[src/rtl/ddr2_seq_pkg.sv]
// Shared definitions for the DDR2 clock/reset sequencer: state encodings,
// output widths and a helper that sizes the shared timer.
package ddr2_seq_pkg;

    localparam int unsigned STATE_W  = 3;
    localparam int unsigned RETRY_W  = 2;
    localparam int unsigned RELOCK_W = 8;

    localparam int unsigned DEF_DCM_RST_CYCLES  = 16;
    localparam int unsigned DEF_LOCK_TIMEOUT    = 65535;
    localparam int unsigned DEF_MAX_RETRIES     = 3;
    localparam int unsigned DEF_IDLY_RST_CYCLES = 12;
    localparam int unsigned DEF_STABLE_CYCLES   = 256;

    typedef enum logic [STATE_W-1:0] {
        ST_DCM_RST   = 3'd0,
        ST_WAIT_LOCK = 3'd1,
        ST_IDLY_RST  = 3'd2,
        ST_WAIT_RDY  = 3'd3,
        ST_STABLE    = 3'd4,
        ST_RUN       = 3'd5,
        ST_FAIL      = 3'd6
    } seq_state_e;

    // Timer holds N-1 for the largest N, so clog2 of the largest N is enough.
    function automatic int unsigned timer_width(input int unsigned a, input int unsigned b,
                                                input int unsigned c, input int unsigned d);
        int unsigned m;
        m = a;
        if (b > m) m = b;
        if (c > m) m = c;
        if (d > m) m = d;
        return (m > 2) ? $clog2(m) : 1;
    endfunction

endpackage

[src/rtl/ddr2_clk_rst_sequencer_if.sv]
// Signals between the clock/reset sequencer and the DCM / IDELAYCTRL / controller.
interface ddr2_clk_rst_sequencer_if;

    logic                                dcm_lock;
    logic                                idelay_ctrl_rdy;
    logic                                dcm_rst;
    logic                                idelayctrl_rst;
    logic                                ctrl_rst;
    logic                                init_done;
    logic                                lock_fail;
    logic [ddr2_seq_pkg::RETRY_W-1:0]    retry_cnt;
    logic [ddr2_seq_pkg::RELOCK_W-1:0]   relock_cnt;
    logic [ddr2_seq_pkg::STATE_W-1:0]    seq_state;

    modport master (
        input  dcm_lock, idelay_ctrl_rdy,
        output dcm_rst, idelayctrl_rst, ctrl_rst, init_done, lock_fail,
               retry_cnt, relock_cnt, seq_state
    );

    modport slave (
        output dcm_lock, idelay_ctrl_rdy,
        input  dcm_rst, idelayctrl_rst, ctrl_rst, init_done, lock_fail,
               retry_cnt, relock_cnt, seq_state
    );

endinterface

[src/rtl/ddr2_sync2.sv]
// Two-flop synchroniser for a single asynchronous level, async active-low reset.
module ddr2_sync2 (
    input  logic clk_i,
    input  logic rst_ni,
    input  logic d_i,
    output logic q_o
);

    logic meta_q;
    logic sync_q;

    always_ff @(posedge clk_i or negedge rst_ni) begin
        if (!rst_ni) begin
            meta_q <= 1'b0;
            sync_q <= 1'b0;
        end else begin
            meta_q <= d_i;
            sync_q <= meta_q;
        end
    end

    assign q_o = sync_q;

endmodule

[src/rtl/ddr2_clk_rst_sequencer.sv]
// Power-up / recovery sequencer: DCM reset and lock with retries, IDELAYCTRL
// reset and ready, controller stabilisation hold, then lock/ready monitoring.
module ddr2_clk_rst_sequencer
    import ddr2_seq_pkg::*;
#(
    parameter int unsigned DCM_RST_CYCLES  = DEF_DCM_RST_CYCLES,
    parameter int unsigned LOCK_TIMEOUT    = DEF_LOCK_TIMEOUT,
    parameter int unsigned MAX_RETRIES     = DEF_MAX_RETRIES,
    parameter int unsigned IDLY_RST_CYCLES = DEF_IDLY_RST_CYCLES,
    parameter int unsigned STABLE_CYCLES   = DEF_STABLE_CYCLES
) (
    input  logic                      clk_200,
    input  logic                      sys_reset_in_n,
    ddr2_clk_rst_sequencer_if.master  seq
);

    localparam int unsigned TMR_W = timer_width(DCM_RST_CYCLES, LOCK_TIMEOUT,
                                                IDLY_RST_CYCLES, STABLE_CYCLES);

    localparam logic [TMR_W-1:0]   DCM_LOAD    = TMR_W'(DCM_RST_CYCLES - 1);
    localparam logic [TMR_W-1:0]   LOCK_LOAD   = TMR_W'(LOCK_TIMEOUT - 1);
    localparam logic [TMR_W-1:0]   IDLY_LOAD   = TMR_W'(IDLY_RST_CYCLES - 1);
    localparam logic [TMR_W-1:0]   STABLE_LOAD = TMR_W'(STABLE_CYCLES - 1);
    localparam logic [RETRY_W-1:0] RETRY_MAX   = RETRY_W'(MAX_RETRIES);

    logic lock_s;
    logic rdy_s;

    ddr2_sync2 u_sync_lock (
        .clk_i  (clk_200),
        .rst_ni (sys_reset_in_n),
        .d_i    (seq.dcm_lock),
        .q_o    (lock_s)
    );

    ddr2_sync2 u_sync_rdy (
        .clk_i  (clk_200),
        .rst_ni (sys_reset_in_n),
        .d_i    (seq.idelay_ctrl_rdy),
        .q_o    (rdy_s)
    );

    seq_state_e          state_q, state_d;
    logic [TMR_W-1:0]    tmr_q, tmr_d;
    logic [RETRY_W-1:0]  retry_q, retry_d;
    logic [RELOCK_W-1:0] relock_q, relock_d;
    logic                dcm_rst_q, dcm_rst_d;
    logic                idly_rst_q, idly_rst_d;
    logic                ctrl_rst_q, ctrl_rst_d;
    logic                done_q, done_d;
    logic                fail_q, fail_d;
    logic                tmr_zero;
    logic [RELOCK_W-1:0] relock_inc;

    assign tmr_zero   = (tmr_q == '0);
    assign relock_inc = (relock_q == '1) ? relock_q : relock_q + RELOCK_W'(1);

    always_ff @(posedge clk_200 or negedge sys_reset_in_n) begin
        if (!sys_reset_in_n) begin
            state_q    <= ST_DCM_RST;
            tmr_q      <= DCM_LOAD;
            retry_q    <= '0;
            relock_q   <= '0;
            dcm_rst_q  <= 1'b1;
            idly_rst_q <= 1'b1;
            ctrl_rst_q <= 1'b1;
            done_q     <= 1'b0;
            fail_q     <= 1'b0;
        end else begin
            state_q    <= state_d;
            tmr_q      <= tmr_d;
            retry_q    <= retry_d;
            relock_q   <= relock_d;
            dcm_rst_q  <= dcm_rst_d;
            idly_rst_q <= idly_rst_d;
            ctrl_rst_q <= ctrl_rst_d;
            done_q     <= done_d;
            fail_q     <= fail_d;
        end
    end

    always_comb begin
        state_d  = state_q;
        tmr_d    = tmr_q;
        retry_d  = retry_q;
        relock_d = relock_q;

        case (state_q)
            ST_DCM_RST: begin
                if (tmr_zero) state_d = ST_WAIT_LOCK;
            end
            ST_WAIT_LOCK: begin
                // A lock arriving on the timeout cycle still counts as a lock.
                if (lock_s) begin
                    state_d = ST_IDLY_RST;
                end else if (tmr_zero) begin
                    if (retry_q < RETRY_MAX) begin
                        retry_d = retry_q + RETRY_W'(1);
                        state_d = ST_DCM_RST;
                    end else begin
                        state_d = ST_FAIL;
                    end
                end
            end
            ST_IDLY_RST: begin
                if (!lock_s)       state_d = ST_DCM_RST;
                else if (tmr_zero) state_d = ST_WAIT_RDY;
            end
            ST_WAIT_RDY: begin
                if (!lock_s)    state_d = ST_DCM_RST;
                else if (rdy_s) state_d = ST_STABLE;
            end
            ST_STABLE: begin
                if (!lock_s) begin
                    state_d = ST_DCM_RST;
                end else if (!rdy_s) begin
                    state_d = ST_IDLY_RST;
                end else if (tmr_zero) begin
                    state_d = ST_RUN;
                    retry_d = '0;
                end
            end
            ST_RUN: begin
                if (!lock_s) begin
                    relock_d = relock_inc;
                    retry_d  = '0;
                    state_d  = ST_DCM_RST;
                end else if (!rdy_s) begin
                    relock_d = relock_inc;
                    state_d  = ST_IDLY_RST;
                end
            end
            ST_FAIL: begin
                state_d = ST_FAIL;
            end
            default: begin
                state_d = ST_DCM_RST;
            end
        endcase

        // Every state change reloads the timer for the state being entered.
        if (state_d != state_q) begin
            case (state_d)
                ST_DCM_RST:   tmr_d = DCM_LOAD;
                ST_WAIT_LOCK: tmr_d = LOCK_LOAD;
                ST_IDLY_RST:  tmr_d = IDLY_LOAD;
                ST_STABLE:    tmr_d = STABLE_LOAD;
                default:      tmr_d = '0;
            endcase
        end else if (!tmr_zero) begin
            tmr_d = tmr_q - TMR_W'(1);
        end

        dcm_rst_d  = (state_d == ST_DCM_RST);
        idly_rst_d = (state_d == ST_DCM_RST) || (state_d == ST_WAIT_LOCK) ||
                     (state_d == ST_IDLY_RST) || (state_d == ST_FAIL);
        ctrl_rst_d = (state_d != ST_RUN);
        done_d     = (state_d == ST_RUN);
        fail_d     = (state_d == ST_FAIL);
    end

    assign seq.dcm_rst        = dcm_rst_q;
    assign seq.idelayctrl_rst = idly_rst_q;
    assign seq.ctrl_rst       = ctrl_rst_q;
    assign seq.init_done      = done_q;
    assign seq.lock_fail      = fail_q;
    assign seq.retry_cnt      = retry_q;
    assign seq.relock_cnt     = relock_q;
    assign seq.seq_state      = state_q;

endmodule

[src/flat_wrapper.sv]
// flat-port wrapper written by rule: the top's interface ports become plain ports
module ddr2_clk_rst_sequencer_flat import ddr2_seq_pkg::*;
#(
    parameter int unsigned DCM_RST_CYCLES  = DEF_DCM_RST_CYCLES,
    parameter int unsigned LOCK_TIMEOUT    = DEF_LOCK_TIMEOUT,
    parameter int unsigned MAX_RETRIES     = DEF_MAX_RETRIES,
    parameter int unsigned IDLY_RST_CYCLES = DEF_IDLY_RST_CYCLES,
    parameter int unsigned STABLE_CYCLES   = DEF_STABLE_CYCLES
)
  (clk_200, sys_reset_in_n, seq_dcm_lock, seq_idelay_ctrl_rdy, seq_dcm_rst, seq_idelayctrl_rst, seq_ctrl_rst, seq_init_done, seq_lock_fail, seq_retry_cnt, seq_relock_cnt, seq_seq_state);
  ddr2_clk_rst_sequencer_if seq_i ();
  input  logic clk_200;
  input  logic sys_reset_in_n;
  input wire logic [$bits(seq_i.dcm_lock)-1:0] seq_dcm_lock;
  input wire logic [$bits(seq_i.idelay_ctrl_rdy)-1:0] seq_idelay_ctrl_rdy;
  output wire logic [$bits(seq_i.dcm_rst)-1:0] seq_dcm_rst;
  output wire logic [$bits(seq_i.idelayctrl_rst)-1:0] seq_idelayctrl_rst;
  output wire logic [$bits(seq_i.ctrl_rst)-1:0] seq_ctrl_rst;
  output wire logic [$bits(seq_i.init_done)-1:0] seq_init_done;
  output wire logic [$bits(seq_i.lock_fail)-1:0] seq_lock_fail;
  output wire logic [$bits(seq_i.retry_cnt)-1:0] seq_retry_cnt;
  output wire logic [$bits(seq_i.relock_cnt)-1:0] seq_relock_cnt;
  output wire logic [$bits(seq_i.seq_state)-1:0] seq_seq_state;
  assign seq_i.dcm_lock = seq_dcm_lock;
  assign seq_i.idelay_ctrl_rdy = seq_idelay_ctrl_rdy;
  assign seq_dcm_rst = seq_i.dcm_rst;
  assign seq_idelayctrl_rst = seq_i.idelayctrl_rst;
  assign seq_ctrl_rst = seq_i.ctrl_rst;
  assign seq_init_done = seq_i.init_done;
  assign seq_lock_fail = seq_i.lock_fail;
  assign seq_retry_cnt = seq_i.retry_cnt;
  assign seq_relock_cnt = seq_i.relock_cnt;
  assign seq_seq_state = seq_i.seq_state;
  ddr2_clk_rst_sequencer #(.DCM_RST_CYCLES(DCM_RST_CYCLES), .LOCK_TIMEOUT(LOCK_TIMEOUT), .MAX_RETRIES(MAX_RETRIES), .IDLY_RST_CYCLES(IDLY_RST_CYCLES), .STABLE_CYCLES(STABLE_CYCLES)) u_core (.clk_200(clk_200), .sys_reset_in_n(sys_reset_in_n), .seq(seq_i));
endmodule
[config.mk]
export PLATFORM = sky130hd
export DESIGN_NAME = ddr2_clk_rst_sequencer_flat
export DESIGN_NICKNAME = d
export VERILOG_FILES = /design/src/rtl/ddr2_seq_pkg.sv /design/src/rtl/ddr2_clk_rst_sequencer_if.sv /design/src/rtl/ddr2_sync2.sv /design/src/rtl/ddr2_clk_rst_sequencer.sv /design/src/flat_wrapper.sv
export SDC_FILE = /design/constraint.sdc
export NUM_CORES = 1
export LEC_CHECK = 0
export CAP_MARGIN = 5
export CORE_ASPECT_RATIO = 2
export CORE_UTILIZATION = 40
export DETAILED_ROUTE_END_ITERATION = 7
export HOLD_SLACK_MARGIN = 0.12
export SYNTH_ARGS = -nofsm -noshare
export SYNTH_HDL_FRONTEND = slang
export SYNTH_SLANG_ARGS = --single-unit
[constraint.sdc]
create_clock -name clk_200 -period 5.1 [get_ports clk_200]
set_input_delay 0.765 -clock clk_200 [delete_from_list [all_inputs] [get_ports clk_200]]
set_output_delay 0.765 -clock clk_200 [all_outputs]
set_load 0.005 [all_outputs]
==> out/metrics.csv <==
metric;value;unit
#FFs+latches synth;38;
Via density;5.55;
period utilization;47.6;%
Rel. slew slack;43.4;%
met1 global-route usage;19.0;%
pre-CTS WS;2.65;ns
largest net degree at the start of global routing;39;
number of post-CTS setup repair buffers;0;
CTS tree;done;
Power Density;515;nW/um^2
worst-path maximum fanout;19;
P&R area growth vs syn;17.4;%
FP Rows;37;
final setup vio count;0;
P_int;0.818;mW
share of the synthesized area in the top cell type;36.6;%
H-tree depth;2;
GR Layer Usage met2;32.1;%
synth unique cells;58;
Port Buffer Count;21;
Yosys warnings;0;
RSZ-0062 raised after global routing;false;
starting density of the core;41.2;%
hold_ws;0.351;ns
met3 usage;3.20;%
final instance area;2490;sq um
Final #Nets;231;
busiest layer in global routing;met2;
Worst-path clk slew;0.08;ns
max-slew violation count;0;
Hold Fails Final Rpt;0;
layout cells sized above 1;16.0;%
register area share after synthesis;45.3;%
total wire length;4520;um
startpoint types;flip-flop;
GRT Total Usage;18.3;%
Comb power frac;36.6;%
top-count cell post-synth;dfrtp_1;
net switching power;0.461;mW
root buffer cell;clkbuf_8;
final worst setup slack;2.67;ns
vias in the first global route;1596;
Final Wtd Congestion;0.856;
outcome;finished, final reports clean;
Core ar.;5140;sq um
WL/cell;16.0;um
antenna violations before repair;0;
post-DP HPWL;3410;um
DR DRC count;0;
antenna cells;0;
die width;53.4;um
total power;1.28;mW
f_max;0.412;GHz
CP Capture Type;flip-flop;
clk_lat worst skew;0.29;ns
WHS Path Cells;0;
num ports;22;
buffers from clock root to sink, at most;2;
Main synth FF type;dfrtp_1;
Num CTS Buffers;5;
first-pass GRT wire length;7500;um
max_cap viols;0;
Post-synth EDFFs;0;
worst min-delay path class;flip-flop to flip-flop;
Setup TNS Final;0;ns
initial drt markers;32;
Yosys top cell by area;dfrtp_1;
TritonCTS Sinks;38;
Worst Tran Pin Value;0.848;ns
Reg2Reg Depth;7;
synthesized area per cell;10.4;sq um
post-synthesis cell count;204;
top cells by area, synth;dfrtp_1, dfstp_2, xnor2_1, o21ai_0, xor2_1;
Seq pwr share;38.8;%
Remaining Overflow, GRT;0;
DRT Pass-1 Iters;4;
vias;1571;
Clock Skews;0.0121;ns
switching share of power;36.0;%
Mapped Area;2120;sq um
FFs w/ async S/R, synth;100;%
Crit path required time;5.24;ns
Post-DP Area;2340;sq um
Synth top cells by count;dfrtp_1, o21ai_0, nand2_1, nor2_1, xnor2_1;
post-CTS resize count;0;
Die Footprint;5610;sq um
P_leak;1.06;nW
Mapped Nets;211;
antenna-violating nets left;0;
CP Class;flip-flop to flip-flop;
clock share of power;24.6;%
die height;105;um
fin crit period;2.43;ns
critical path arrival;2.57;ns
Peak supply drop;0.290;mV
# hold bufs at CTS;0;
cell usage in the layout (no fill, tap or decap), drive strengths merged, types with 5 or more instances in the layout:
cell	n
inv	9
xor2	8
or3	6
nand4	5
nor2	12
o21ai	24
clkdlybuf4s50	20
nor2b	5
a21oi	7
clkbuf	6
nor3	7
nand3	6
dfstp	7
xnor2	11
nand2	12
dfrtp	31
power groups by stage:
stage	Combinational [mW]	Sequential (mW)	Clock (mW)
finish	0.468	0.497	0.315
global route	0.520	0.511	0.333
CTS	0.475	0.499	0.322
detailed placement	0.471	0.505	0
global placement	0.470	0.502	0
floorplan	0.392	0.464	0
area by class of cell:
class	count	area, sq um
Sequential cell	38	960
Tap cell	58	72.6
Fill cell	488	2650
Timing Repair Buffer	21	205
Multi-Input combinational cell	148	1070
Inverter	10	37.5
Clock buffer	6	82.6
Clock inverter	2	60.1
routing by layer:
metal / vias to the layer above / share of wire (%)
met3: 16 / 2.0
met2: 29 / 58
met4: 0 / 4.0
li1: 767 / -
met5: - / 0
met1: 759 / 36
worst max-delay path, stage by stage, from the launching register on:
cell      delay, ns
dfrtp_1        0.73
and3b_1        0.26
o21ai_0        0.23
o211a_1        0.33
clkinv_1       0.14
or3_1          0.31
nand4_1        0.16
o21ai_0        0.12
final timing paths:
| check | start | to | slack, ns |
|---|---|---|---|
| worst max-delay path | u_core.seq.seq_state[1] | u_core.tmr_q[5] | 2.67 |
| worst min-delay path | u_core.u_sync_rdy.meta_q | u_core.u_sync_rdy.q_o | 0.35 |
| worst max register to register | u_core.seq.seq_state[1] | u_core.tmr_q[5] | 2.67 |
| worst min register to register | u_core.u_sync_rdy.meta_q | u_core.u_sync_rdy.q_o | 0.35 |
| max in group asynchronous | sys_reset_in_n | u_core.tmr_q[11] | 3.98 |
| min in group asynchronous | sys_reset_in_n | u_core.tmr_q[7] | 0.58 |
cells by family after synthesis:
| kind of cell | after synthesis | share of synthesized area, % |
|---|---|---|
| adder cells (fa/ha/maj) | 3 | 1.77 |
| AND/OR/NAND/NOR | 76 | 23.5 |
| buffers and inverters | 18 | 4.20 |
| flip-flops | 38 | 45.3 |
| multiplexers | 6 | 3.07 |
| AO/OA/AOI/OAI | 44 | 14.3 |
| XOR/XNOR | 19 | 7.86 |
registers in the layout (all words and copies together) (netlist names), 2 cells and up:
name                   cells
u_core.seq.seq_state       3
u_core.seq.retry_cnt       2
u_core.tmr_q              16
u_core.seq.relock_cnt      8
per-stage QoR:
| step | std cells | util [%] |
|---|---|---|
| detailed placement | 275 | 45.6 |
| floorplan | 204 | - |
| CTS | 283 | 48.4 |
| global route | 283 | 48.4 |
| global placement | 275 | 45.6 |
| finish | 283 | 48.4 |
Note: power is estimated with default switching activity, not from simulation.
